## src/rtl/b64_1to4_bridge_pkg.sv

```systemverilog
// Shared constants and FSM encoding for the 64-bit to 4x16-bit return-path bridge.
package b64_1to4_bridge_pkg;

  localparam int unsigned BEATS_PER_WORD = 4;
  localparam int unsigned BEAT_W         = 16;
  localparam int unsigned WORD_W         = 64;

  localparam logic [1:0] LAST_BEAT = 2'(BEATS_PER_WORD - 1);

  typedef enum logic [1:0] {
    StIdle,
    StLoad,
    StSend
  } state_e;

endpackage

```

## src/rtl/b64_1to4_bridge_if.sv

```systemverilog
// Handshake bundle for the bridge: 64-bit word input side and 16-bit FX2 beat output side.
interface b64_1to4_bridge_if;
  import b64_1to4_bridge_pkg::*;

  logic [WORD_W-1:0] d_i;
  logic              d_i_valid;
  logic              d_i_ready;
  logic [BEAT_W-1:0] d_o;
  logic              d_o_valid;
  logic              d_o_ready;
  logic              d_o_last;

  // Environment side: produces words, consumes beats.
  modport master (
    output d_i, d_i_valid, d_o_ready,
    input  d_i_ready, d_o, d_o_valid, d_o_last
  );

  // Bridge side.
  modport slave (
    input  d_i, d_i_valid, d_o_ready,
    output d_i_ready, d_o, d_o_valid, d_o_last
  );

endinterface

```

## src/rtl/b64_1to4_bridge_sync_fifo64.sv

```systemverilog
// Single-clock 64-bit word FIFO with level output; synchronous active-high reset.
module b64_1to4_bridge_sync_fifo64
  import b64_1to4_bridge_pkg::*;
#(
  parameter int unsigned FIFO_DEPTH = 4,
  parameter int unsigned FIFO_AW    = 2
) (
  input  logic              clk_i,
  input  logic              rst_i,
  input  logic              push,
  input  logic [WORD_W-1:0] wdata,
  input  logic              pop,
  output logic [WORD_W-1:0] rdata,
  output logic              full,
  output logic              empty,
  output logic [FIFO_AW:0]  level
);

  localparam logic [FIFO_AW:0] FULL_LVL = (FIFO_AW + 1)'(FIFO_DEPTH);

  logic [WORD_W-1:0]  mem_q [FIFO_DEPTH];
  logic [FIFO_AW-1:0] wr_ptr_q;
  logic [FIFO_AW-1:0] rd_ptr_q;
  logic [FIFO_AW:0]   level_q;

  // Storage carries no reset; the pointers alone define what is valid.
  always_ff @(posedge clk_i) begin
    if (push) begin
      mem_q[wr_ptr_q] <= wdata;
    end
  end

  always_ff @(posedge clk_i) begin
    if (rst_i) begin
      wr_ptr_q <= '0;
      rd_ptr_q <= '0;
      level_q  <= '0;
    end else begin
      if (push) begin
        wr_ptr_q <= wr_ptr_q + FIFO_AW'(1);
      end
      if (pop) begin
        rd_ptr_q <= rd_ptr_q + FIFO_AW'(1);
      end
      case ({push, pop})
        2'b10:   level_q <= level_q + (FIFO_AW + 1)'(1);
        2'b01:   level_q <= level_q - (FIFO_AW + 1)'(1);
        default: level_q <= level_q;
      endcase
    end
  end

  assign rdata = mem_q[rd_ptr_q];
  assign full  = (level_q == FULL_LVL);
  assign empty = (level_q == '0);
  assign level = level_q;

endmodule

```

## src/rtl/b64_1to4_bridge.sv

```systemverilog
// Serializes 64-bit words into four 16-bit beats, MSB half first, toward the FX2 FIFO.
// Define B64_1TO4_BYTESWAP_EN to emit each beat low byte first.
module b64_1to4_bridge
  import b64_1to4_bridge_pkg::*;
#(
  parameter int unsigned FIFO_DEPTH = 4,
  parameter int unsigned FIFO_AW    = 2
) (
  input  logic                clk_i,
  input  logic                rst_i,
  b64_1to4_bridge_if.slave    bus,
  output logic [FIFO_AW:0]    fifo_level,
  output logic                busy
);

  logic              push;
  logic              pop;
  logic              full;
  logic              empty;
  logic [WORD_W-1:0] fifo_rdata;

  state_e            state_q;
  logic [1:0]        beat_q;
  logic [WORD_W-1:0] sreg_q;
  logic              valid_q;

  logic              beat_acc;
  logic              last_acc;

  assign push     = bus.d_i_valid && !full;
  assign beat_acc = valid_q && bus.d_o_ready;
  assign last_acc = beat_acc && (beat_q == LAST_BEAT);
  // Back-to-back reload on the final beat keeps d_o_valid high with no bubble.
  assign pop      = (state_q == StLoad) || (last_acc && !empty);

  b64_1to4_bridge_sync_fifo64 #(
    .FIFO_DEPTH (FIFO_DEPTH),
    .FIFO_AW    (FIFO_AW)
  ) u_fifo (
    .clk_i (clk_i),
    .rst_i (rst_i),
    .push  (push),
    .wdata (bus.d_i),
    .pop   (pop),
    .rdata (fifo_rdata),
    .full  (full),
    .empty (empty),
    .level (fifo_level)
  );

  always_ff @(posedge clk_i) begin
    if (rst_i) begin
      state_q <= StIdle;
      beat_q  <= '0;
      sreg_q  <= '0;
      valid_q <= 1'b0;
    end else begin
      case (state_q)
        StIdle: begin
          if (!empty) begin
            state_q <= StLoad;
          end
        end
        StLoad: begin
          sreg_q  <= fifo_rdata;
          beat_q  <= '0;
          valid_q <= 1'b1;
          state_q <= StSend;
        end
        StSend: begin
          if (beat_acc) begin
            if (beat_q == LAST_BEAT) begin
              beat_q <= '0;
              if (!empty) begin
                sreg_q <= fifo_rdata;
              end else begin
                sreg_q  <= '0;
                valid_q <= 1'b0;
                state_q <= StIdle;
              end
            end else begin
              sreg_q <= {sreg_q[WORD_W-BEAT_W-1:0], BEAT_W'(0)};
              beat_q <= beat_q + 2'd1;
            end
          end
        end
        default: begin
          state_q <= StIdle;
          valid_q <= 1'b0;
        end
      endcase
    end
  end

`ifdef B64_1TO4_BYTESWAP_EN
  assign bus.d_o = {sreg_q[WORD_W-BEAT_W +: 8], sreg_q[WORD_W-8 +: 8]};
`else
  assign bus.d_o = sreg_q[WORD_W-1 -: BEAT_W];
`endif

  assign bus.d_o_valid = valid_q;
  assign bus.d_o_last  = valid_q && (beat_q == LAST_BEAT);
  assign bus.d_i_ready = !full;
  assign busy          = !empty || valid_q;

endmodule

```

## src/flat_wrapper.sv

```systemverilog
// flat-port wrapper written by rule: the top's interface ports become plain ports
module b64_1to4_bridge_flat import b64_1to4_bridge_pkg::*;
#(
  parameter int unsigned FIFO_DEPTH = 4,
  parameter int unsigned FIFO_AW    = 2
)
  (clk_i, rst_i, fifo_level, busy, bus_d_i, bus_d_i_valid, bus_d_o_ready, bus_d_i_ready, bus_d_o, bus_d_o_valid, bus_d_o_last);
  b64_1to4_bridge_if bus_i ();
  input  logic clk_i;
  input  logic rst_i;
  output logic [FIFO_AW:0] fifo_level;
  output logic busy;
  input wire logic [$bits(bus_i.d_i)-1:0] bus_d_i;
  input wire logic [$bits(bus_i.d_i_valid)-1:0] bus_d_i_valid;
  input wire logic [$bits(bus_i.d_o_ready)-1:0] bus_d_o_ready;
  output wire logic [$bits(bus_i.d_i_ready)-1:0] bus_d_i_ready;
  output wire logic [$bits(bus_i.d_o)-1:0] bus_d_o;
  output wire logic [$bits(bus_i.d_o_valid)-1:0] bus_d_o_valid;
  output wire logic [$bits(bus_i.d_o_last)-1:0] bus_d_o_last;
  assign bus_i.d_i = bus_d_i;
  assign bus_i.d_i_valid = bus_d_i_valid;
  assign bus_i.d_o_ready = bus_d_o_ready;
  assign bus_d_i_ready = bus_i.d_i_ready;
  assign bus_d_o = bus_i.d_o;
  assign bus_d_o_valid = bus_i.d_o_valid;
  assign bus_d_o_last = bus_i.d_o_last;
  b64_1to4_bridge #(.FIFO_DEPTH(FIFO_DEPTH), .FIFO_AW(FIFO_AW)) u_core (.clk_i(clk_i), .rst_i(rst_i), .bus(bus_i), .fifo_level(fifo_level), .busy(busy));
endmodule
```

## config.mk

```make
export PLATFORM = sky130hd
export DESIGN_NAME = b64_1to4_bridge_flat
export DESIGN_NICKNAME = d
export VERILOG_FILES = /design/src/rtl/b64_1to4_bridge_pkg.sv /design/src/rtl/b64_1to4_bridge_if.sv /design/src/rtl/b64_1to4_bridge_sync_fifo64.sv /design/src/rtl/b64_1to4_bridge.sv /design/src/flat_wrapper.sv
export SDC_FILE = /design/constraint.sdc
export NUM_CORES = 1
export LEC_CHECK = 0
export CORE_UTILIZATION = 40
export CTS_CLUSTER_SIZE = 20
export DETAILED_ROUTE_END_ITERATION = 8
export PLACE_DENSITY = 0.67
export REMOVE_ABC_BUFFERS = 1
export SYNTH_ARGS = -nofsm -noshare
export SYNTH_HDL_FRONTEND = slang
export SYNTH_SLANG_ARGS = --single-unit
export TNS_END_PERCENT = 30
```

## constraint.sdc

```tcl
create_clock -name clk_i -period 5.5 [get_ports clk_i]
set_input_delay 0.55 -clock clk_i [delete_from_list [all_inputs] [get_ports clk_i]]
set_output_delay 0.55 -clock clk_i [all_outputs]
set_load 0.01 [all_outputs]
```

=== After elaboration in Yosys (flattened, before gate mapping) ===
Memories as Yosys holds them, arrays and structs flattened. A register that Yosys moved wholly into a read port is not among the register bits.
Cells that the tools add are included.

* Bits in registers: 76
* Bits in writable memories: 256
* Bits of input ports: 68
* Output and inout port bits: 23
* Word-level logic and storage cells: 61
* Memories kept: 1

* Add/subtract/negate cells: 5
* Equal/unequal tests: 10
* Multiplexer cells: 21
* Bitwise gates (word level): 1
* Reduce and logical (&&, ||, !) cells: 16

{| class="wikitable"
|+ Memory list
! memory !! words !! bits a word !! rd ports !! clocked after Yosys merged registers in !! write ports !! RTL line !! source
|-
| u_core.u_fifo.mem_q || 4 || 64 || 1 || 1 || 1 || b64_1to4_bridge_sync_fifo64.sv:21 || <nowiki>logic [WORD_W-1:0] mem_q [FIFO_DEPTH];</nowiki>
|}

{| class="wikitable"
|+ Operators with widths
! operator !! number
|-
| $mux W64 || 3
|-
| $pmux W64 S2 || 1
|-
| $mux W2 || 8
|-
| $reduce_and A4 Y1 || 2
|-
| $add A2 B1 Y2 const B || 3
|-
| $eq A2 B2 Y1 const B || 3
|-
| $ne A2 B1 Y1 const B || 3
|-
| $pmux W2 S3 || 1
|-
| $pmux W3 S2 || 1
|-
| $logic_and A1 B1 Y1 || 5
|-
| $mux W1 || 5
|-
| $eq A2 B1 Y1 const B || 2
|-
| $pmux W2 S2 || 1
|-
| $reduce_bool A2 Y1 || 2
|-
| $add A3 B1 Y3 const B || 1
|-
| $eq A3 B3 Y1 const B || 1
|-
| $logic_not A3 Y1 || 1
|-
| $pmux W1 S3 || 1
|-
| $sub A3 B1 Y3 const B || 1
|-
| $logic_not A1 Y1 || 2
|-
| $logic_not A2 Y1 || 1
|-
| $logic_or A1 B1 Y1 || 2
|-
| $ne A2 B2 Y1 const B || 1
|-
| $reduce_and A2 Y1 || 1
|-
| $not A1 Y1 || 1
|}

=== Logic depth before layout (Yosys ltp) ===
* Depth in word-level cells: 6
* Depth in mapped cells: 10
* Gate-level depth less buffers: 9

=== Cells and area by module ===
A second synthesis with hierarchy kept.

* Cell total of the unflattened synthesis: 825
* Area, all modules: 13,330.3 µm²

{| class="wikitable"
|+ Modules (own cells, without submodules)
! module !! instances !! cells each !! area an instance (µm²) !! sequential area each (µm²)
|-
| b64_1to4_bridge_sync_fifo64 || 1 || 381 || 9,744.3 || 7,867.5
|-
| b64_1to4_bridge || 1 || 444 || 3,585.9 || 1,381.3
|}

=== Worst setup path after synthesis ===
No wires, ideal clock.

* Kind: register -> register
* Start point: register u_core.u_fifo.level_q[0] (netlist: u_core.u_fifo.level[0])
* End point: memory u_core.u_fifo.mem_q[0][0], enable pin
* Library setup time: 0.429 ns
* Arrival time: 2.266 ns
* Required time: 5.071 ns
* Setup slack: 2.805 ns
* Cell stages (with the launch flop): 3
* Path buffers: 0
* Clock period less this slack: 2.695 ns
* Cells stage by stage: dfxtp_1 -> or3b_1 -> and3_1

* Longest elaborated chain between the ends: 5

{| class="wikitable"
|+ Ends and longest elaborated chain
! what !! RTL line !! source
|-
| start, declared || b64_1to4_bridge_sync_fifo64.sv:24 || <nowiki>logic [FIFO_AW:0] level_q;</nowiki>
|-
| start signal, assigned || b64_1to4_bridge_sync_fifo64.sv:46 || <nowiki>2'b10: level_q <= level_q + (FIFO_AW + 1)'(1);</nowiki>
|-
| start signal, assigned || b64_1to4_bridge_sync_fifo64.sv:47 || <nowiki>2'b01: level_q <= level_q - (FIFO_AW + 1)'(1);</nowiki>
|-
| start signal, assigned || b64_1to4_bridge_sync_fifo64.sv:48 || <nowiki>default: level_q <= level_q;</nowiki>
|-
| $eq A3 B3 Y1 || b64_1to4_bridge_sync_fifo64.sv:54 || <nowiki>assign full = (level_q == FULL_LVL);</nowiki>
|-
| $logic_not A1 Y1 || - ||
|-
| via bus_d_i_ready || flat_wrapper.sv:16 || <nowiki>output wire logic [$bits(bus_i.d_i_ready)-1:0] bus_d_i_ready;</nowiki>
|-
| $logic_and A1 B1 Y1 || b64_1to4_bridge.sv:30 || <nowiki>assign push = bus.d_i_valid && !full;</nowiki>
|-
| $mux W1 || b64_1to4_bridge_sync_fifo64.sv:28 || <nowiki>if (push) begin</nowiki>
|-
| $mux W1 (not written as such) || b64_1to4_bridge_sync_fifo64.sv:29 || <nowiki>mem_q[wr_ptr_q] <= wdata;</nowiki>
|-
| end, declared || b64_1to4_bridge_sync_fifo64.sv:21 ||
|}

The timed path passes the listed nets, and every way through them passes these cells.

=== Worst setup path after layout ===
* Start point: register u_core.beat_q[0]
* End point: register u_core.sreg_q[46]

* Longest elaborated chain between the ends: 4

{| class="wikitable"
|+ Ends and longest elaborated chain
! what !! RTL line !! source
|-
| start, declared || b64_1to4_bridge.sv:23 || <nowiki>logic [1:0] beat_q;</nowiki>
|-
| start signal, assigned || b64_1to4_bridge.sv:83 || <nowiki>beat_q <= beat_q + 2'd1;</nowiki>
|-
| $eq A2 B2 Y1 || b64_1to4_bridge.sv:72 || <nowiki>if (beat_q == LAST_BEAT) begin</nowiki>
|-
| $mux W64 || b64_1to4_bridge.sv:72 ||
|-
| $mux W64 || b64_1to4_bridge.sv:71 || <nowiki>if (beat_acc) begin</nowiki>
|-
| $pmux W64 S2 || b64_1to4_bridge.sv:58 || <nowiki>case (state_q)</nowiki>
|-
| end signal, assigned || b64_1to4_bridge.sv:65 || <nowiki>sreg_q <= fifo_rdata;</nowiki>
|-
| end signal, assigned || b64_1to4_bridge.sv:75 || <nowiki>sreg_q <= fifo_rdata;</nowiki>
|-
| end signal, assigned || b64_1to4_bridge.sv:82 || <nowiki>sreg_q <= {sreg_q[WORD_W-BEAT_W-1:0], BEAT_W'(0)};</nowiki>
|-
| end, declared || b64_1to4_bridge.sv:24 || <nowiki>logic [WORD_W-1:0] sreg_q;</nowiki>
|}

Every way passes these cells. The select of a mux whose other input is x is not followed.
A chain may end at the register's enable or synchronous reset.

==> impl_metrics.prom <==
# TYPE chip_impl_metric gauge
chip_impl_metric{name="grt-ovfl-total",unit=""} 0
chip_impl_metric{name="final.fill_count",unit=""} 2803
chip_impl_info{name="root_buffer",value="sky130_fd_sc_hd__clkbuf_16"} 1
chip_impl_info{name="path_class",value="flip-flop to flip-flop"} 1
chip_impl_metric{name="drc",unit=""} 0
chip_impl_metric{name="clock_insertion_delay_worst_skew",unit="ns"} 0.51
chip_impl_metric{name="synth-async-reset-ratio",unit="%"} 0
chip_impl_metric{name="yosys-mux-area-fraction",unit="%"} 10.86
chip_impl_info{name="synth_top_family_by_area",value="multiplexers"} 1
chip_impl_metric{name="clockBufferDepth",unit=""} 3
chip_impl_metric{name="count_of_input_and_output_buffers",unit=""} 90
chip_impl_metric{name="syn_to_final_growth",unit="%"} 16.54
chip_impl_metric{name="layout_worst_path_cycle_share",unit="%"} 51.58
chip_impl_info{name="worstHoldPathType",value="flip-flop to flip-flop"} 1
chip_impl_metric{name="finalPower",unit="mW"} 7.701
chip_impl_metric{name="synthSimpleGateAreaFrac",unit="%"} 7.681
chip_impl_metric{name="number_of_top_level_design_ports",unit=""} 91
chip_impl_metric{name="detail-route-antenna-nets",unit=""} 0
chip_impl_metric{name="min_period",unit="ns"} 2.837
chip_impl_metric{name="via_count_of_the_first_global_routing_pass",unit=""} 7259
chip_impl_metric{name="cells_after_synth",unit=""} 826
chip_impl_metric{name="drive_gt1_share",unit="%"} 18.20
chip_impl_metric{name="max-slew-margin-rel",unit="%"} 25.15
chip_impl_metric{name="finalSetupTns",unit="ns"} 0
chip_impl_info{name="most_area_hungry_cell_type_in_the_yosys_netlist",value="sky130_fd_sc_hd__edfxtp_1"} 1
chip_impl_info{name="yosys.cell_count.top_type",value="sky130_fd_sc_hd__edfxtp_1"} 1
chip_impl_metric{name="cts.repair.resized",unit=""} 0
chip_impl_metric{name="timing.final.max_slew_violations",unit=""} 0
chip_impl_metric{name="sequentialPowerShare",unit="%"} 44.5
chip_impl_metric{name="worst_ep_required_time",unit="ns"} 5.92
chip_impl_metric{name="power-per-cell-area",unit="nW/um^2"} 497.7
chip_impl_info{name="synth_top_flop_cell",value="sky130_fd_sc_hd__edfxtp_1"} 1
chip_impl_metric{name="yosys.area_share.adder",unit="%"} 0.7162
chip_impl_metric{name="hold_buffers",unit=""} 0
chip_impl_metric{name="synth-compound-area-share",unit="%"} 7.285
chip_impl_metric{name="worst-r2r-cell-count",unit=""} 7
chip_impl_metric{name="dp_hpwl",unit="um"} 13400
chip_impl_metric{name="drt-pass1-iter-count",unit=""} 5
chip_impl_info{name="tritoncts_clock_tree",value="done"} 1
chip_impl_metric{name="final-setup-viol-count",unit=""} 0
chip_impl_metric{name="gp_routability_congestion",unit=""} 0.6918
chip_impl_metric{name="yosys_warnings",unit=""} 0
chip_impl_info{name="synth_top_cells_by_count",value="sky130_fd_sc_hd__edfxtp_1, sky130_fd_sc_hd__dfxtp_1, sky130_fd_sc_hd__nand2_1"} 1
chip_impl_metric{name="internal-power",unit="mW"} 5.471
chip_impl_metric{name="switching_share",unit="%"} 28.95
chip_impl_metric{name="clock_tree.htree_level_count",unit=""} 2
chip_impl_metric{name="grt_max_degree",unit=""} 78
chip_impl_metric{name="timing.critical_path.arrival",unit="ns"} 3.25
chip_impl_metric{name="holdPathStages",unit=""} 2
chip_impl_metric{name="irDropWorstVdd",unit="V"} 0.0003232
chip_impl_metric{name="dieWidth",unit="um"} 184.2
chip_impl_metric{name="antenna_cells_inserted",unit=""} 0
chip_impl_metric{name="hold_viol",unit=""} 0
chip_impl_metric{name="leakagePower",unit="nW"} 5.050
chip_impl_metric{name="synth.avg_cell_area",unit="sq um"} 16.07
chip_impl_info{name="outcome",value="finished, final reports clean"} 1
chip_impl_info{name="rsz0062_at_grt",value="no"} 1
chip_impl_metric{name="vias_per_cell",unit=""} 5.123
chip_impl_metric{name="clkTransAtPathRegs",unit="ns"} 0.06
chip_impl_metric{name="grt_util_all_layers",unit="%"} 15.86
chip_impl_metric{name="tightestPinTransition",unit="ns"} 1.123
chip_impl_info{name="critPathCaptureType",value="flip-flop"} 1
chip_impl_metric{name="yosys.area.top_type_share",unit="%"} 57.90
chip_impl_metric{name="fp.dieArea",unit="sq um"} 33920
chip_impl_metric{name="drv.max_cap_violation_count",unit=""} 0
chip_impl_metric{name="max_freq",unit="GHz"} 0.3525
chip_impl_metric{name="synth_enable_flop_cells",unit=""} 256
chip_impl_metric{name="total_switching_power",unit="mW"} 2.230
chip_impl_info{name="crit_path_start_kind",value="flip-flop"} 1
chip_impl_metric{name="synth-seq-area-share",unit="%"} 69.66
chip_impl_metric{name="nNetsFinal",unit=""} 961
chip_impl_metric{name="placement_rows",unit=""} 66
chip_impl_metric{name="power_frac_clock",unit="%"} 29.9
chip_impl_metric{name="layout.core_utilization",unit="%"} 47.43
chip_impl_metric{name="floorplan.core_area",unit="sq um"} 32620
chip_impl_metric{name="yosys.area_share.xor_xnor",unit="%"} 0.2639
chip_impl_metric{name="path_max_fanout",unit=""} 50
chip_impl_metric{name="routed-via-count",unit=""} 6937
chip_impl_metric{name="timing.clock.skew",unit="ns"} 0.01680
chip_impl_metric{name="chipHeight",unit="um"} 184.2
chip_impl_metric{name="netlist_area",unit="sq um"} 13280
chip_impl_metric{name="cts-buffers-inserted",unit=""} 34
chip_impl_metric{name="post_cts.repair.setup_buffers",unit=""} 0
chip_impl_metric{name="combinationalPowerShare",unit="%"} 25.6
chip_impl_metric{name="antenna_violations_before_repair",unit=""} 0
chip_impl_metric{name="wire_per_inst",unit="um"} 19.26
chip_impl_metric{name="initial_core_util",unit="%"} 40.70
chip_impl_metric{name="number_of_synthesized_register_bits",unit=""} 334
chip_impl_metric{name="wl",unit="um"} 26070
chip_impl_info{name="top_post_synthesis_cells_by_area",value="sky130_fd_sc_hd__edfxtp_1, sky130_fd_sc_hd__dfxtp_1, sky130_fd_sc_hd__mux4_2, sky130_fd_sc_hd__a211oi_2, sky130_fd_sc_hd__nor2b_1"} 1
chip_impl_metric{name="grt_pass1_wl",unit="um"} 41030
chip_impl_metric{name="cts.sinks",unit=""} 334
chip_impl_metric{name="drt_iter0_markers",unit=""} 399
chip_impl_metric{name="ys_types",unit=""} 36
==> cells in the final DEF, fill, tap and decap left out, types with 2 or more instances in the layout <==
cell type,count
sky130_fd_sc_hd__nand3_1,21
sky130_fd_sc_hd__xnor2_1,2
sky130_fd_sc_hd__nand2b_1,2
sky130_fd_sc_hd__and2_1,3
sky130_fd_sc_hd__nand2_1,69
sky130_fd_sc_hd__clkbuf_1,16
sky130_fd_sc_hd__clkinv_1,2
sky130_fd_sc_hd__mux4_2,64
sky130_fd_sc_hd__nor2_1,57
sky130_fd_sc_hd__ha_1,5
sky130_fd_sc_hd__dfxtp_4,2
sky130_fd_sc_hd__nor2b_1,48
sky130_fd_sc_hd__bufinv_16,3
sky130_fd_sc_hd__inv_1,9
sky130_fd_sc_hd__clkdlybuf4s50_1,89
sky130_fd_sc_hd__dfxtp_1,76
sky130_fd_sc_hd__buf_4,5
sky130_fd_sc_hd__a211oi_1,9
sky130_fd_sc_hd__xor2_1,2
sky130_fd_sc_hd__edfxtp_1,256
sky130_fd_sc_hd__o21ai_0,50
sky130_fd_sc_hd__clkbuf_16,37
sky130_fd_sc_hd__a211oi_2,40
sky130_fd_sc_hd__clkinv_2,3
sky130_fd_sc_hd__a21oi_1,23
sky130_fd_sc_hd__and3_4,4
==> final cells by class <==
| cell class | instances | area (sq um) | share of cell area (%) |
|---|---|---|---|
| Clock buffer | 54 | 999.7 | 6.461 |
| Multi-Input combinational cell | 413 | 3588 | 23.19 |
| Clock inverter | 8 | 112.6 | 0.7278 |
| Timing Repair Buffer | 94 | 928.4 | 6.000 |
| Sequential cell | 334 | 9256 | 59.83 |
| Tap cell | 442 | 553.0 | 3.574 |
| Inverter | 9 | 33.78 | 0.2183 |
==> flip-flops by register name (all words and copies together) (netlist names), named ones only <==
name	cells
u_core.u_fifo.mem_q	256
u_core.sreg_q	64
u_core.u_fifo.level	3
u_core.beat_q	2
u_core.state_q	2
u_core.u_fifo.rd_ptr_q	2
u_core.u_fifo.wr_ptr_q	2
u_core.bus.d_o_valid	1
==> metal layers <==
metal	GRT usage [%]	up-vias	share of wire, %
met5	0	-	0
met4	4.667	0	1.9
met3	2.667	41	4.8
met2	27.08	160	49
met1	20.77	3501	44
li1	-	3235	-
==> power groups by stage <==
stage / Sequential (mW) / Combinational (mW) / Clock [mW]
2_1_floorplan: 3.47 / 1.37 / 0
3_3_place_gp: 3.48 / 1.95 / 0
3_5_place_dp: 3.49 / 1.99 / 0
4_1_cts: 3.44 / 2.00 / 2.36
5_1_grt: 3.48 / 2.17 / 2.45
6_report: 3.43 / 1.97 / 2.30
==> cells by family after synthesis <==
kind of cell,after synthesis
DFF,334
and+or+nand+nor,212
AOI/OAI and AO/OA,126
buffers and inverters,79
muxes,64
adders and majority gates,7
xor gates and xnor gates,4
==> path summary, 6_finish.rpt <==
check | from | endpoint | slack (ns)
worst max-delay path | u_core.beat_q[0]$_SDFFE_PP0P_ | u_core.sreg_q[46]$_SDFFE_PP0P_ | 2.66
worst min-delay path | u_core.sreg_q[5]$_SDFFE_PP0P_ | u_core.sreg_q[5]$_SDFFE_PP0P_ | 0.45
worst max register to register | u_core.beat_q[0]$_SDFFE_PP0P_ | u_core.sreg_q[46]$_SDFFE_PP0P_ | 2.66
worst min register to register | u_core.sreg_q[5]$_SDFFE_PP0P_ | u_core.sreg_q[5]$_SDFFE_PP0P_ | 0.45
==> critical path, cell delays in order (launching register included) <==
cell                       delay, ns
sky130_fd_sc_hd__dfxtp_1        0.37
sky130_fd_sc_hd__ha_2           0.22
sky130_fd_sc_hd__buf_4          0.50
sky130_fd_sc_hd__inv_1          0.16
sky130_fd_sc_hd__o21ai_4        0.49
sky130_fd_sc_hd__buf_4          0.58
sky130_fd_sc_hd__nand2_1        0.18
sky130_fd_sc_hd__a211oi_2       0.22
==> metrics by stage <==
| stage | instance area (sq um) | cells | hold WS, ns | worst slack (ns) |
|---|---|---|---|---|
| 2_1_floorplan | 12840 | 756 | 0.4212 | 1.837 |
| 3_3_place_gp | 14360 | 1292 | 0.4334 | 2.346 |
| 3_5_place_dp | 14360 | 1292 | 0.4405 | 2.258 |
| 4_1_cts | 15470 | 1354 | 0.4489 | 2.665 |
| 5_1_grt | 15470 | 1354 | 0.4646 | 2.482 |
| 6_report | 15470 | 1354 | 0.4498 | 2.663 |
Note: power is estimated with default switching activity, not from simulation.
==> RTL change 1: new RTL, same settings <==
Re-encode `state_e` (3 states) as one-hot, 3 bits wide.
--- a/src/rtl/b64_1to4_bridge_pkg.sv
+++ b/src/rtl/b64_1to4_bridge_pkg.sv
@@ -8,8 +8,8 @@
   localparam logic [1:0] LAST_BEAT = 2'(BEATS_PER_WORD - 1);
 
-  typedef enum logic [1:0] {
-    StIdle,
-    StLoad,
-    StSend
+  typedef enum logic [2:0] {
+    StIdle = 3'b001,
+    StLoad = 3'b010,
+    StSend = 3'b100
   } state_e;
 
Function: same outputs for any inputs over 4 cycles, from zero or initial values and one cycle with rst_i high; so few cycles prove little.
==> RTL change 1 against the original RTL <==
Cell count is 8.2% lower; sequential share of layout area is 0.82 points higher; count of clock-buffer cells in the layout is 3 lower; wire length is 3.8% lower; synthesized cell count is 11% lower; hold slack better by 0.015 ns; area after synthesis is 2.2% lower; sequential cell count is 1 higher; cell area is 1.1% lower; worst setup slack better by 0.26 ns; largest cell class unchanged; highest routed layer unchanged.
Power is not compared: it rests on default switching activity, and its combinational part moved more than twofold at a synthesized area within 25%.
==> RTL change 1: results (changes against the original RTL) <==
logic_synthesis:
  yosys-top-cells-area: "edfxtp_1 (59%), dfxtp_1 (12%), mux4_2 (11%)"  # was edfxtp_1 (58%), dfxtp_1 (12%), mux4_2 (11%)
  yosysWarnings: 0  # unchanged
  ys_types: 40  # was 36
  synth.avg_cell_area_um2: 17.57  # was 16.07 um2
  ys_seq_area_frac: 0.7139  # was 0.6966
  synth_edf_count: 256  # unchanged
  synthTopCellsByCount: "edfxtp_1 (256), dfxtp_1 (79), mux4_2 (64)"  # was edfxtp_1 (256), dfxtp_1 (78), nand2_1 (69)
final_layout:
  fillers: 2664  # was 2803
  drive_gt1_frac: 0.2045  # was 0.1820
  reg.largest.list: "u_core.u_fifo.mem_q x256, u_core.sreg_q x64"
  fin_nets: 890  # was 961
  diodes: 0  # unchanged
sta:
  tightest_slew_ns: 1.104  # was 1.123 ns
  fin_skew_ns: 0.01420  # was 0.01680 ns
min_path:
  min_path_type: "reg2reg"  # unchanged
clock_network:
  postCtsSetupBuffers: 0  # unchanged
  numCtsBuffers: 34  # unchanged
  clk_pin_slew_ns: 0.06  # about the same
  clock_latency_ns: 0.50
  ctsRootBufferMaster: "clkbuf_16"  # unchanged
  cts.path.max_buffers: 3  # unchanged
  htree_levels: 2  # unchanged
worst_setup_path:
  slowest_stage: "or3_2"  # was buf_4
  worst_ep_arrival_time_ns: 2.95  # was 3.25 ns
  critPathMaxStageDelay_ns: 0.67  # was 0.58 ns
  cp_top_family: "simple AND/OR/NAND/NOR gates"  # was buffers and inverters
  critPathMaxFanout: 24  # was 50
grt:
  grt_pass1_vias: 7017  # was 7259
  grt_max_degree: 66  # was 78
  track_usage: 0.1571  # was 0.1586
  antenna_found_initial: 0  # unchanged
  grt_pass1_wl_um: 40030  # was 41030 um
place:
  gp_congestion: 0.7495  # was 0.6918
  hpwl_um: 14610  # was 13400 um
  place_ws_ns: 2.520  # was 2.258 ns
  portBuffers: 90  # unchanged
  dp.cells: 1181  # was 1292
drt:
  vias: 6652  # was 6937
  firstDrtPassIters: 4  # was 5
  drt-initial-drc-count: 415  # was 399
  routedWlPerCell_um: 20.17  # was 19.26 um
  viasPerCell: 5.352  # was 5.123
outcome:
  status: "finished clean"  # unchanged
pwr:
  vdd_ir_drop_max_v: 0.0002719
[RTL change 1: power breakdown]
group	total (uW)	switching [uW]	leakage, uW	internal [uW]
Combinational	347	187	0.00157	160
Sequential	2890	46.0	0.00299	2850
Clock	2290	901	0.000535	1390
[RTL change 1: path summary, 6_finish.rpt]
check	from	to	slack, ns	depth (start not counted)
worst max register to register	u_core.state_q[2]$_SDFFE_PP0P_	u_core.sreg_q[54]$_SDFFE_PP0P_	2.93	5
worst min-delay path	u_core.beat_q[1]$_SDFFE_PP0P_	u_core.beat_q[1]$_SDFFE_PP0P_	0.46	2
worst max-delay path	u_core.state_q[2]$_SDFFE_PP0P_	u_core.sreg_q[54]$_SDFFE_PP0P_	2.93	5
worst min register to register	u_core.beat_q[1]$_SDFFE_PP0P_	u_core.beat_q[1]$_SDFFE_PP0P_	0.46	2
[RTL change 1: routing by layer]
metal,GRT usage,vias to the layer above,routed length (um)
li1,-,3025,-
met2,0.2561,155,11970
met4,0.03731,0,448
met5,0,-,0
met1,0.2199,3432,11560
met3,0.02714,40,1094
[RTL change 1: per-stage QoR]
step                        util  area (um2)
after global placement    0.4470       14180
after detailed placement  0.4470       14180
final                     0.4823       15300
after CTS                 0.4823       15300
after global routing      0.4823       15300
after floorplan                -       12660
[RTL change 1: layout make-up]
class                   instances  area share
flip-flops and latches        335      0.6064
clock buffers                  51     0.06462
inverters                      52     0.01276
clock inverters                11    0.008506
well taps                     402     0.03288
repair buffers                 99     0.06298
multi-input cells             293      0.2118
[RTL change 1: cell families after synthesis]
family,count (synthesis),synth area share
flops,335,0.7139
simple gates,139,0.06408
buf+inv,111,0.04018
compound gates,79,0.06081
mux,64,0.1110
fa+ha+maj,7,0.007324
xor+xnor,4,0.002699
==> RTL change 2: new RTL, same flow settings <==
Made on the original files. `FIFO_AW` is set to 2 in 3 places; all go to 1.
--- a/src/rtl/b64_1to4_bridge_sync_fifo64.sv
+++ b/src/rtl/b64_1to4_bridge_sync_fifo64.sv
@@ -4,5 +4,5 @@
 #(
   parameter int unsigned FIFO_DEPTH = 4,
-  parameter int unsigned FIFO_AW    = 2
+  parameter int unsigned FIFO_AW    = 1
 ) (
   input  logic              clk_i,
--- a/src/rtl/b64_1to4_bridge.sv
+++ b/src/rtl/b64_1to4_bridge.sv
@@ -5,5 +5,5 @@
 #(
   parameter int unsigned FIFO_DEPTH = 4,
-  parameter int unsigned FIFO_AW    = 2
+  parameter int unsigned FIFO_AW    = 1
 ) (
   input  logic                clk_i,
--- a/src/flat_wrapper.sv
+++ b/src/flat_wrapper.sv
@@ -3,5 +3,5 @@
 #(
   parameter int unsigned FIFO_DEPTH = 4,
-  parameter int unsigned FIFO_AW    = 2
+  parameter int unsigned FIFO_AW    = 1
 )
   (clk_i, rst_i, fifo_level, busy, bus_d_i, bus_d_i_valid, bus_d_o_ready, bus_d_i_ready, bus_d_o, bus_d_o_valid, bus_d_o_last);
Interface: changed (resized fifo_level); port bits go from 91 to 90. The function was not compared with the original's and may differ.
==> RTL change 2 against the original RTL <==
Wire length shrank 38%; first-iteration DRC count shrank 19%; via count shrank 27%; sequential power shrank 47%; core utilization grew 1.4 points; area after synthesis shrank 36%; hold slack gained 0.0095 ns; cell area shrank 35%; total power shrank 53%; sequential cell count shrank 132; synthesized cell count shrank 21%; worst setup slack lost 0.24 ns; non-clock buffer count shrank 3; combinational power shrank 74%; critical endpoint is now bus_d_o_last.
==> RTL change 2: results (changes against the original RTL) <==
outcome:
  status: "finished clean"  # unchanged
final_layout:
  nNonClkBuffers: 91  # was 94
  seq_share: 0.5325  # was 0.5983
  drive_gt1_frac: 0.1577  # was 0.1820
  n_all_inverters: 49  # was 9
  area_share_nonclk_buffers: 0.09027  # was 0.06000
  fin_nets: 766  # was 961
  multi_input_area_share: 0.2604  # was 0.2319
  final_cell_area_um2: 10010  # was 15470 um2
  design.seq.count: 202  # was 334
  multi_input_cells: 332  # was 413
  clkbuf_count: 27  # was 54
place:
  portBuffers: 89  # was 90
  place_area_um2: 9360  # was 14360 um2
  hpwl_um: 9471  # was 13400 um
  place_ws_ns: 2.478  # was 2.258 ns
sta:
  min_period_over_period: 0.5592  # was 0.5158
  fin_skew_ns: 0.007301  # was 0.01680 ns
  fin_hold_ws_ns: 0.4593  # was 0.4498 ns
worst_setup_path:
  cp_top_family: "adder cells"  # was buffers and inverters
  critPathMaxStageDelay_ns: 0.86  # was 0.58 ns
  cp-endpoint: "bus_d_o_last"  # was u_core.sreg_q[46]$_SDFFE_PP0P_
  r2r_cells: 4  # was 7
  critPathMaxFanout: 52  # was 50
  worst_ep_arrival_time_ns: 2.53  # was 3.25 ns
  cp-startpoint: "u_core.beat_q[1]$_SDFFE_PP0P_"  # was u_core.beat_q[0]$_SDFFE_PP0P_
  regToRegEndpoint: "u_core.sreg_q[12]$_SDFFE_PP0P_"  # was u_core.sreg_q[46]$_SDFFE_PP0P_
pwr:
  p_seq_uw: 1810  # was 3430 uW
  p_clk_uw: 1320  # was 2300 uW
  vdd_ir_drop_max_v: 0.0002120  # was 0.0003232 V
  switching_power_uw: 858.2  # was 2230 uW
  power_leakage_uw: 0.003274  # was 0.005050 uW
grt:
  grt_pass1_wl_um: 26310  # was 41030 um
  track_usage: 0.1492  # was 0.1586
  antenna_found_initial: 0  # unchanged
  grt_max_degree: 91  # was 78
  grt_pass1_vias: 5234  # was 7259
drt:
  drt-initial-drc-count: 325  # was 399
  vias: 5040  # was 6937
  routedWlPerCell_um: 16.53  # was 19.26 um
clock_network:
  htree_levels: 1  # was 2
  clock_latency_ns: 0.49  # was 0.51 ns
logic_synthesis:
  synth_edf_count: 128  # was 256
  synth.avg_cell_area_um2: 13.03  # was 16.07 um2
  synthTopCellsByCount: "edfxtp_1 (128), o21ai_0 (99), dfxtp_1 (74)"  # was edfxtp_1 (256), dfxtp_1 (78), nand2_1 (69)
min_path:
  min-delay-start: "u_core.sreg_q[41]$_SDFFE_PP0P_"  # was u_core.sreg_q[5]$_SDFFE_PP0P_
  whs_endpoint: "u_core.sreg_q[41]$_SDFFE_PP0P_"  # was u_core.sreg_q[5]$_SDFFE_PP0P_
-- RTL change 2: kinds of logic (layout without fill, tap and decap cells) --
| kind of cell | Yosys count | count (layout) | synth area share |
|---|---|---|---|
| flops | 202 | 202 | 0.6299 |
| compound gates | 174 | 174 | 0.1495 |
| buf+inv | 115 | 176 | 0.06423 |
| simple gates | 87 | 87 | 0.06482 |
| mux | 66 | 66 | 0.08554 |
| xor+xnor | 3 | 3 | 0.003108 |
| fa+ha+maj | 2 | 2 | 0.002959 |
-- RTL change 2: metal layers --
layer | track usage | wire, um | vias up
met3 | 0.02160 | 630 | 29
met4 | 0.04485 | 312 | 0
met2 | 0.2651 | 8187 | 103
met5 | 0 | 0 | -
met1 | 0.1876 | 7074 | 2431
li1 | - | - | 2477
-- RTL change 2: worst min-delay path: stages, from the launching register on --
cell and delay, ns:
dfxtp_1 0.30, inv_1 0.06, a221oi_2 0.05
